`config.mk`:
```
export PLATFORM = sky130hd
export DESIGN_NAME = cdb_arbiter
export DESIGN_NICKNAME = d
export VERILOG_FILES = /design/src/rtl/cdb_pkg.sv /design/src/rtl/cdb_fifo.sv /design/src/rtl/cdb_arbiter.sv
export SDC_FILE = /design/constraint.sdc
export NUM_CORES = 1
export LEC_CHECK = 0
export ABC_AREA = 1
export CAP_MARGIN = 25
export CELL_PAD_IN_SITES_DETAIL_PLACEMENT = 1
export CELL_PAD_IN_SITES_GLOBAL_PLACEMENT = 2
export CORE_UTILIZATION = 45
export CTS_BUF_LIST = sky130_fd_sc_hd__clkbuf_4
export CTS_CLUSTER_SIZE = 20
export DETAILED_ROUTE_END_ITERATION = 6
export GPL_ROUTABILITY_DRIVEN = 0
export GPL_TIMING_DRIVEN = 0
export PLACE_DENSITY = 0.87
export SYNTH_ARGS = -nofsm -noshare
export SYNTH_HDL_FRONTEND = slang
export SYNTH_SLANG_ARGS = --single-unit
```
`constraint.sdc`:
```
create_clock -name clk -period 6.95 [get_ports clk]
set_input_delay 0.695 -clock clk [delete_from_list [all_inputs] [get_ports clk]]
set_output_delay 0.695 -clock clk [all_outputs]
set_load 0.005 [all_outputs]
```
`src/rtl/cdb_pkg.sv`:
```
// Shared constants and helpers for the common-data-bus arbiter.
package cdb_pkg;

    localparam int CDB_TAG_W  = 4;
    localparam int CDB_DATA_W = 32;

    // Round-robin successor: wraps from n-1 back to 0.
    function automatic int unsigned rr_next(input int unsigned idx, input int unsigned n);
        return (idx + 1 >= n) ? 0 : idx + 1;
    endfunction

endpackage

```
`src/rtl/cdb_fifo.sv`:
```
// Per-producer result buffer: pointer-based FIFO with a wrap bit for full/empty.
// The head is read combinationally so a grant can pop and register it in one cycle.
module cdb_fifo #(
    parameter int DEPTH = 4,
    parameter int WIDTH = 36
) (
    input  logic             clk,
    input  logic             rst_n,
    input  logic             push,
    input  logic             pop,
    input  logic             flush,
    input  logic [WIDTH-1:0] wdata,
    output logic             full,
    output logic             empty,
    output logic [WIDTH-1:0] head
);

    localparam int AW = $clog2(DEPTH);

    logic [AW:0]      wr_ptr_q, wr_ptr_d;
    logic [AW:0]      rd_ptr_q, rd_ptr_d;
    logic [WIDTH-1:0] mem [DEPTH];
    logic             do_push;
    logic             do_pop;

    assign empty   = (wr_ptr_q == rd_ptr_q);
    assign full    = (wr_ptr_q[AW] != rd_ptr_q[AW]) &&
                     (wr_ptr_q[AW-1:0] == rd_ptr_q[AW-1:0]);
    assign do_push = push && !full && !flush;
    assign do_pop  = pop && !empty && !flush;
    assign head    = mem[rd_ptr_q[AW-1:0]];

    always_comb begin
        wr_ptr_d = wr_ptr_q;
        rd_ptr_d = rd_ptr_q;
        if (flush) begin
            wr_ptr_d = '0;
            rd_ptr_d = '0;
        end else begin
            if (do_push) wr_ptr_d = wr_ptr_q + 1'b1;
            if (do_pop)  rd_ptr_d = rd_ptr_q + 1'b1;
        end
    end

    always_ff @(posedge clk or negedge rst_n) begin
        if (!rst_n) begin
            wr_ptr_q <= '0;
            rd_ptr_q <= '0;
        end else begin
            wr_ptr_q <= wr_ptr_d;
            rd_ptr_q <= rd_ptr_d;
        end
    end

    // Storage carries no reset; only the pointers define validity.
    always_ff @(posedge clk) begin
        if (do_push) mem[wr_ptr_q[AW-1:0]] <= wdata;
    end

endmodule

```
`src/rtl/cdb_arbiter.sv`:
```
// Round-robin arbiter merging NUM_SRC buffered producers onto one registered result bus.
// Optional synchronous flush input is enabled by defining CDB_FLUSH_EN.
module cdb_arbiter
    import cdb_pkg::*;
#(
    parameter int NUM_SRC = 3,
    parameter int TAG_W   = CDB_TAG_W,
    parameter int DATA_W  = CDB_DATA_W,
    parameter int DEPTH   = 4
) (
    input  logic                        clk,
    input  logic                        rst_n,
`ifdef CDB_FLUSH_EN
    input  logic                        flush,
`endif
    input  logic [NUM_SRC-1:0]          src_valid,
    output logic [NUM_SRC-1:0]          src_ready,
    input  logic [NUM_SRC*TAG_W-1:0]    src_tag,
    input  logic [NUM_SRC*DATA_W-1:0]   src_data,
    output logic                        cdb_valid,
    output logic [TAG_W-1:0]            cdb_tag,
    output logic [DATA_W-1:0]           cdb_data,
    output logic [$clog2(NUM_SRC)-1:0]  cdb_src
);

    localparam int SRC_W = $clog2(NUM_SRC);
    localparam int EW    = TAG_W + DATA_W;

    logic [NUM_SRC-1:0] full, empty, push, pop;
    logic [EW-1:0]      head [NUM_SRC];
    logic               flush_i;

    logic [SRC_W-1:0]   rr_ptr_q, rr_ptr_d;
    logic               cdb_valid_q, cdb_valid_d;
    logic [TAG_W-1:0]   cdb_tag_q, cdb_tag_d;
    logic [DATA_W-1:0]  cdb_data_q, cdb_data_d;
    logic [SRC_W-1:0]   cdb_src_q, cdb_src_d;

    logic               grant_found;
    logic [SRC_W-1:0]   grant_idx;
    logic [SRC_W-1:0]   cand_idx;
    int unsigned        cand;

`ifdef CDB_FLUSH_EN
    assign flush_i = flush;
`else
    assign flush_i = 1'b0;
`endif

    assign src_ready = ~full;
    assign push      = src_valid & src_ready;

    generate
        for (genvar gi = 0; gi < NUM_SRC; gi++) begin : g_fifo
            cdb_fifo #(
                .DEPTH (DEPTH),
                .WIDTH (EW)
            ) u_fifo (
                .clk   (clk),
                .rst_n (rst_n),
                .push  (push[gi]),
                .pop   (pop[gi]),
                .flush (flush_i),
                .wdata ({src_tag[gi*TAG_W +: TAG_W], src_data[gi*DATA_W +: DATA_W]}),
                .full  (full[gi]),
                .empty (empty[gi]),
                .head  (head[gi])
            );
        end
    endgenerate

    // Eligibility uses registered emptiness, so same-cycle pushes are never granted.
    always_comb begin
        grant_found = 1'b0;
        grant_idx   = '0;
        cand        = 0;
        cand_idx    = '0;
        for (int k = 0; k < NUM_SRC; k++) begin
            cand = 32'(rr_ptr_q) + k;
            if (cand >= NUM_SRC) cand = cand - NUM_SRC;
            cand_idx = SRC_W'(cand);
            if (!grant_found && !empty[cand_idx]) begin
                grant_found = 1'b1;
                grant_idx   = cand_idx;
            end
        end
    end

    always_comb begin
        pop         = '0;
        rr_ptr_d    = rr_ptr_q;
        cdb_valid_d = 1'b0;
        cdb_tag_d   = cdb_tag_q;
        cdb_data_d  = cdb_data_q;
        cdb_src_d   = cdb_src_q;
        if (flush_i) begin
            rr_ptr_d = '0;
        end else if (grant_found) begin
            pop[grant_idx]            = 1'b1;
            rr_ptr_d                  = SRC_W'(rr_next(32'(grant_idx), NUM_SRC));
            cdb_valid_d               = 1'b1;
            {cdb_tag_d, cdb_data_d}   = head[grant_idx];
            cdb_src_d                 = grant_idx;
        end
    end

    always_ff @(posedge clk or negedge rst_n) begin
        if (!rst_n) begin
            rr_ptr_q    <= '0;
            cdb_valid_q <= 1'b0;
            cdb_tag_q   <= '0;
            cdb_data_q  <= '0;
            cdb_src_q   <= '0;
        end else begin
            rr_ptr_q    <= rr_ptr_d;
            cdb_valid_q <= cdb_valid_d;
            cdb_tag_q   <= cdb_tag_d;
            cdb_data_q  <= cdb_data_d;
            cdb_src_q   <= cdb_src_d;
        end
    end

    assign cdb_valid = cdb_valid_q;
    assign cdb_tag   = cdb_tag_q;
    assign cdb_data  = cdb_data_q;
    assign cdb_src   = cdb_src_q;

endmodule

```
# Word-level counts from Yosys, hierarchy flattened
# Memory sizes are Yosys's and may differ from the RTL's.
# Index checks and enable logic that the tools add are counted.
# Widths: inputs -> output; s select.
# word_totals
out_inout_bits	42
ram_bits	432
register_bits	59
mem_count	3
in_bits	113
elab_cells	98
# mem_list
name	words	word_bits	read_ports	rd_ports_with_merged_regs	write_ports	line_no	source
g_fifo[0].u_fifo.mem	4	36	1	0	1	cdb_fifo.sv:22	logic [WIDTH-1:0] mem [DEPTH];
g_fifo[1].u_fifo.mem	4	36	1	0	1	cdb_fifo.sv:22	
g_fifo[2].u_fifo.mem	4	36	1	0	1	cdb_fifo.sv:22	
# op_classes
add_sub_neg	12
mux	29
reduce_logical	21
n_eq_ne	9
order_cmp	10
n_bitwise	3
# ops
op	count
$bmux 36 s2	1
$mux 36	2
$add 3x1->3 const B	6
$mux 1	14
$mux 2	7
$logic_and 1x1->1	12
$lt 2x3->1 const B	4
$eq 3x3->1	3
$ge 3x2->1 const B	3
$logic_not 1->1	9
$add 2x1->3 const B	2
$bmux 1 s2	3
$eq 2x2->1	3
$sub 2x2->2 const B	3
$add 2x2->3 const B	1
$and 3x3->3	1
$ge 3x3->1 const B	1
$mux 3	1
$ne 1x1->1	3
$not 2->3	1
$not 3->3	1
$demux 1 s2	1
$ge 2x1->1 const B	1
$ge 2x2->1 const B	1

# Depth between registers and ports, before layout
# Gate-level depths: netlist (run 1).
# logic_depth
depth_word	17
depth_mapped	19
mapped_depth_nobuf	17

# Modules after synthesis
# A second synthesis (run 1) with hierarchy kept.
# unflattened
cells_unflattened	1732
hier_area_um2	20530.9
# by_module_without_submodules
module	cells_per_inst	instances	area_per_inst_um2	seq_area_each_um2
cdb_fifo at g_fifo[0].u_fifo	411	1	5844.4	4474.3
cdb_fifo at g_fifo[1].u_fifo	410	1	5791.8	4474.3
cdb_fifo at g_fifo[2].u_fifo	410	1	5784.3	4474.3
cdb_arbiter	501	1	3110.5	1026.0

# Worst setup path before layout (run 1)
# No wires, ideal clock.
# synth_timing
kind	register to register
from	register g_fifo[1].u_fifo.rd_ptr_q[0]
to	memory g_fifo[1].u_fifo.mem[3][0] (enable)
setup_ps	432
path_slack_ps	3972
arrival_time_ps	2546
required_ps	6518
stages_incl_launch_ff	7
cell_sequence	dfrtp_1 > buf_4 > nand2_1 > nand2_1 > nand4_1 > nand2_1 > nor2_1
# synth_via
elab_chain_cells	7
elab_cells_between_ends	8
# synth_rtl
element	line_no	source
start, declared	cdb_fifo.sv:21	logic [AW:0] rd_ptr_q, rd_ptr_d;
start signal, assigned	cdb_fifo.sv:51	rd_ptr_q <= rd_ptr_d;
$eq 2x2->1	cdb_fifo.sv:28	(wr_ptr_q[AW-1:0] == rd_ptr_q[AW-1:0]);
$logic_and 1x1->1	cdb_fifo.sv:27	assign full = (wr_ptr_q[AW] != rd_ptr_q[AW]) &&
$not 3->3	cdb_arbiter.sv:50	assign src_ready = ~full;
via src_ready[1]	cdb_arbiter.sv:17	output logic [NUM_SRC-1:0] src_ready,
$and 3x3->3	cdb_arbiter.sv:51	assign push = src_valid & src_ready;
$logic_and 1x1->1	cdb_fifo.sv:29	assign do_push = push && !full && !flush;
$mux 1	cdb_fifo.sv:57	if (do_push) mem[wr_ptr_q[AW-1:0]] <= wdata;
$mux 1 (not written as such)	cdb_fifo.sv:57	
end, declared	cdb_fifo.sv:22	
# The timed path passes the listed nets, and every way through them passes these cells.

# Worst setup path after layout (run 1)
# layout_timing
from	register g_fifo[2].u_fifo.rd_ptr_q[1]
to	output src_ready[2]
# layout_via
elab_chain_cells	3
# layout_rtl
element	line_no
start, declared	cdb_fifo.sv:21
start signal, assigned	cdb_fifo.sv:51
$eq 2x2->1	cdb_fifo.sv:28
$logic_and 1x1->1	cdb_fifo.sv:27
$not 3->3	cdb_arbiter.sv:50
end, declared	cdb_arbiter.sv:17
# Every way passes these cells.

==> run_results.csv, run 1 <==
group,metric,value,unit
route,ant_nets,0,
pwr,ir_drop,0.000195,V
route,drc,0,
pwr,p_leak,8.57,nW
route,drtIter0Drc,1023,
sta,max_slew.worst_pin.slew,0.862,ns
yosys,syn_nets,1663,
yosys,synth-simple-area-share,10.3,%
floorplanning,rows,76,
setup_path,crit_path_cell_trace,"inv_2 -> nand2_1 -> nand2_2 -> nand4_1 -> clkdlybuf4s50_1",
placed_design,placedInstanceArea,0.0222,mm2
yosys,synth_top_family_by_area,"compound AO/OA/AOI/OAI gates",
sta,finalHoldViolCount,0,
yosys,synthCells,1533,
setup_path,end_kind,"output port",
global_route,gr-total-overflow,0,
setup_path,worstPathArrival,2.52,ns
pwr,p_per_area,498,mW/mm2
setup_path,startpoint_type,"flip-flop",
cts,cts.htree.levels,3,
cts,tritoncts.num_buffers,120,
cts,clk_pin_slew,0.06,ns
yosys,synth_compound_area_share,10.9,%
job,maxCapViolCount,0,
global_route,grt_pass1_wl,84300,um
floorplanning,core_region_area,0.0430,mm2
yosys,yosys.area_share.adder,1.09,%
layout,final_common_cell,"edfxtp_1",
yosys,synthDistinctLibCells,30,
global_route,grtUsageTotal,26.0,%
floorplanning,dieArea,0.0443,mm2
global_route,grt_max_degree,60,
global_route,antenna_found_initial,5,
hold_path,hp-class,"flip-flop to flip-flop",
sta,slew_headroom,42.5,%
floorplanning,die_y,211,um
layout,nets,1952,
cts,cts_buffer_depth,3,
floorplanning,start_util,45.5,%
route,first_pass_iters,5,
sta,clock_skew,0.0529,ns
sta,period_share,46.3,%
setup_path,worst_path_max_delay_cell,"dfrtp_1",
cts,cts_tree,"yes",
setup_path,cp_num_buf_inv,2,
route,routed_via_density,5.45,
pwr,power.total,0.0118,W
global_route,grt_pass1_vias,14300,
layout,final_cell_mix,"432 x edfxtp_1, 211 x nor2_1, 194 x nand2_1",
route,wl_per_cell,22.6,um
sta,finalSetupTns,0,ns
placed_design,hpwl,39700,um
setup_path,cp_top_family,"buffers and inverters",
sta,finalSetupViolCount,0,
floorplanning,ioPinCount,155,
cts,cts.sinks,491,
run_status,status,"finished, final reports clean",
yosys,ys_ff_latch,491,
route,vias,13700,
yosys,synth_area,0.0196,mm2
layout,final_area,0.0238,mm2
cts,clkLatencyLatePin,0.85,ns
layout,layout-drive-gt1-share,13.9,%
setup_path,worstPathRequired,6.25,ns
layout,seq_area,0.0144,mm2
layout,multi_input_area,0.00456,mm2
cts,post_cts_buffers,0,
sta,period_minus_slack,3.22,ns
placed_design,numPortBuffers,154,
sta,maxSlewViolCount,0,
layout,postLayoutCoreUtil,55.4,%
layout,n_fill_cell,4435,
yosys,syn_area_per_cell,12.8,um2
floorplanning,die-width,211,um
yosys,seq_area_frac_synth,73.8,%
sta,max_freq,0.311,GHz
cts,cts-root-buf,"clkbuf_4",
setup_path,r2r_slack,4.15,ns
sta,rsz0062_at_grt,"false",
yosys,synth_warnings,0,
setup_path,path_class,"flip-flop to output port",
setup_path,slowest_delay,0.62,ns
yosys,synth_xor_area_share,0.537,%
layout,area_growth,21.7,%
setup_path,worstPathMaxFanout,9,
route,wl,56700,um
yosys,synthMuxAreaShare,0,%
sta,hold_ws,0.479,ns
## final cells by class
type                            instances  area share (%)
Timing Repair Buffer                  167            7.64
Buffer                                 90            1.68
Antenna cell                            3          0.0315
Clock buffer                          192            6.05
Sequential cell                       491            60.7
Multi-Input combinational cell        884            19.1
Clock inverter                         31           0.620
Inverter                               68            1.07
Tap cell                              585            3.07
## cells in the mapped netlist
cell,instances,area share [%]
a21oi_1,71,1.8
a32o_1,32,1.6
and2_1,1,0.032
buf_1,1,0.019
buf_2,14,0.36
buf_4,4,0.15
buf_6,4,0.23
clkbuf_1,67,1.3
clkinv_1,2,0.038
dfrtp_1,59,7.5
edfxtp_1,432,66
ha_1,17,1.1
inv_1,61,1.2
inv_2,5,0.096
nand2_1,194,3.7
nand2_2,8,0.26
nand2_4,1,0.058
nand3_1,52,1.3
nand3_2,4,0.20
nand4_1,7,0.22
nor2_1,223,4.3
nor2_4,1,0.058
nor2_8,1,0.10
o21a_1,26,1.0
o21ai_0,155,4.0
o21ai_1,2,0.051
o21ai_2,1,0.045
o22ai_1,76,2.4
xnor2_1,1,0.045
xor2_1,11,0.49
## stage by stage
stage               setup WS, ns  instances
floorplan                   3.97       1533
global placement            2.16       2272
detailed placement          4.15       2284
CTS                         3.67       2508
global route                3.61       2511
finish                      3.73       2511
## cells by family after synthesis
kind of cell               after synthesis
buffers and inverters                  158
xor gates and xnor gates                12
adders and majority gates               17
DFF                                    491
AOI/OAI and AO/OA                      363
and+or+nand+nor                        492
## worst paths after layout
kind | start | end | cells after the start
max | g_fifo[2].u_fifo.rd_ptr_q[1] | src_ready[2] | 5
min | cdb_src[0] | cdb_src[0] | 2
max reg2reg | rr_ptr_q[0] | cdb_data[5] | 14
min reg2reg | cdb_src[0] | cdb_src[0] | 2
max in group asynchronous | rst_n | g_fifo[2].u_fifo.rd_ptr_q[1] | 2
min in group asynchronous | rst_n | g_fifo[1].u_fifo.wr_ptr_q[0] | 2
## sequential cells by signal (all words and copies together) (netlist names)
name                    count
cdb_data                   32
cdb_src                     2
cdb_tag                     4
cdb_valid                   1
g_fifo.u_fifo.mem         432
g_fifo.u_fifo.rd_ptr_q      9
g_fifo.u_fifo.wr_ptr_q      9
rr_ptr_q                    2
## tightest hold or removal path, stage by stage, from the launching register on
cell and delay [ns]:
dfrtp_1 0.34, nand2_1 0.05, nand2_1 0.05
## power by group
| part | switching (W) | total (W) | internal (W) |
|---|---|---|---|
| sequential | 0.000285 | 0.00430 | 0.00402 |
| clock | 0.00114 | 0.00243 | 0.00128 |
| combinational | 0.00347 | 0.00512 | 0.00165 |
| total | 0.00489 | 0.0118 | 0.00695 |
## layer usage
metal / GRT usage, % / vias up / routed length (um)
met2: 42.2 / 489 / 27400
met1: 33.5 / 6887 / 23700
met4: 13.7 / 0 / 2520
met5: 0 / - / 0
li1: - / 6196 / -
met3: 4.57 / 105 / 3180
## repair_timing
action / in CTS / in global routing
hold endpoints to repair: 59 / 0
gates resized for setup: 0 / 0
setup endpoints to repair: 0 / 0
hold buffers: 1 / 0
Note: power is estimated with default switching activity, not from simulation.
==> inputs of run 2 (changes only) <==
- CORE_UTILIZATION: 45 -> 42
- PLACE_DENSITY: 0.87 -> 0.82
- clock period: 6.95 -> 3.2 ns (I/O delays scaled with it)
==> run_results.csv, run 2 (synthesized netlist as in run 1, its figures left out) <==
group,metric,value,unit
cts,cts_resized,0,
cts,clk_pin_slew,0.06,ns
global_route,grt_pass1_vias,14800,
layout,final_cell_count_no_fill,2623,
route,wl_per_cell,22.9,um
global_route,gr-total-overflow,0,
cts,cts.sinks,491,
layout,n_fill_cell,4696,
route,routed_via_density,5.39,
layout,area_growth,27.4,%
hold_path,hp-class,"primary input to flip-flop",
sta,finalSetupTns,0,ns
setup_path,worstPathRequired,2.88,ns
sta,max_freq,0.333,GHz
floorplanning,die-width,218,um
floorplanning,core_region_area,0.0457,mm2
cts,cts.htree.levels,4,
sta,period_share,93.8,%
layout,seq_area,0.0144,mm2
layout,layout-drive-gt1-share,13.7,%
floorplanning,ioPinCount,155,
setup_path,worstPathArrival,2.68,ns
sta,clock_skew,0.0522,ns
route,ant_nets,0,
sta,period_minus_slack,3.00,ns
route,first_pass_iters,4,
pwr,ir_drop,0.000437,V
global_route,grtUsageTotal,25.9,%
global_route,grt_max_degree,47,
layout,nets,2058,
sta,finalHoldViolCount,0,
run_status,status,"finished, final reports clean",
sta,maxSlewViolCount,0,
placed_design,dp.cells,2299,
sta,slew_headroom,51.6,%
layout,largest_reg_flops,432,
cts,cts_buffer_depth,3,
placed_design,numPortBuffers,154,
route,drc,0,
layout,final_cell_mix,"432 x edfxtp_1, 211 x nor2_1, 196 x clkbuf_4",
route,vias,14100,
setup_path,startpoint_type,"flip-flop",
cts,cts-root-buf,"clkbuf_4",
sta,max_slew.worst_pin.slew,0.724,ns
setup_path,worstPathMaxFanout,9,
setup_path,end_kind,"output port",
cts,clkLatencyLatePin,0.94,ns
cts,cts_tree,"yes",
layout,final_common_cell,"edfxtp_1",
placed_design,hpwl,40100,um
pwr,p_per_area,1060,mW/mm2
sta,finalSetupViolCount,0,
cts,tritoncts.num_buffers,132,
sta,rsz0062_at_grt,"false",
global_route,grt_pass1_wl,89100,um
floorplanning,start_util,42.9,%
job,maxCapViolCount,0,
setup_path,path_class,"flip-flop to output port",
floorplanning,dieArea,0.0475,mm2
route,wl,60200,um
floorplanning,rows,78,
floorplanning,die_y,218,um
route,drtIter0Drc,999,
layout,multi_input_area,0.00456,mm2
pwr,p_leak,9.05,nW
global_route,antenna_found_initial,4,
-- run 2: cell types whose count changed in the layout (fill, tap and decap cells not counted), moves of 2 or more --
cell,previous run,this run
clkinv_2,4,2
clkbuf_4,192,196
bufinv_16,1,6
clkinv_1,26,21
dlygate4sd3_1,1,94
-- run 2: report_power, final --
group | internal, W | switching (W)
clock network | 0.00327 | 0.00260
registers | 0.00873 | 0.000624
logic | 0.00366 | 0.00766
total | 0.0157 | 0.0109
-- run 2: metal layers --
metal  up-vias  part of all wire (%)  track usage (%)
met3       103                   4.8             5.52
met1      7183                    43             33.2
met5         -                     0                0
met4         0                   3.1             10.7
met2       440                    49             42.6
li1       6403                     -                -
-- run 2: worst paths after layout --
check	to	depth (start not counted)	slack, ns	start
min	g_fifo[0].u_fifo.mem[0][31]	1	0.1	src_data[31]
min reg2reg	cdb_src[1]	2	0.47	cdb_src[1]
min in group asynchronous	cdb_data[24]	3	0.39	rst_n
max	src_ready[2]	5	0.20	g_fifo[2].u_fifo.rd_ptr_q[1]
max in group asynchronous	cdb_data[19]	4	2.26	rst_n
max reg2reg	cdb_data[2]	13	0.37	rr_ptr_q[0]
-- run 2: timing repair --
item / in CTS / in global routing
hold buffers: 95 / 0
endpoints found under the hold margin: 403 / 0
setup buffers: 0 / 0
-- run 2: critical path, stage by stage, from the launching register on --
cell and delay [ns]:
dfrtp_1 0.60, inv_2 0.13, nand2_1 0.11, nand2_2 0.09, nand4_1 0.24, clkdlybuf4s50_1 0.58
-- run 2: cell type report --
type | count | share of cell area, %
Antenna cell | 3 | 0.0301
Buffer | 90 | 1.61
Clock buffer | 196 | 5.90
Clock inverter | 30 | 1.09
Inverter | 68 | 1.02
Multi-Input combinational cell | 884 | 18.3
Sequential cell | 491 | 57.9
Tap cell | 600 | 3.01
Timing Repair Buffer | 261 | 11.1
-- run 2: stage by stage --
step           hold slack [ns]  util, %  power (W)  worst slack, ns  cell area [um2]
2_1_floorplan           0.0244        -     0.0156            0.222            19600
3_3_place_gp             0.456     47.9     0.0201            -1.54            21900
3_5_place_dp             0.461     48.6     0.0207            0.412            22200
4_1_cts                0.00110     54.6     0.0267            0.107            24900
5_1_grt                 0.0429     54.6     0.0280           0.0555            24900
6_report                0.0958     54.6     0.0265            0.197            24900
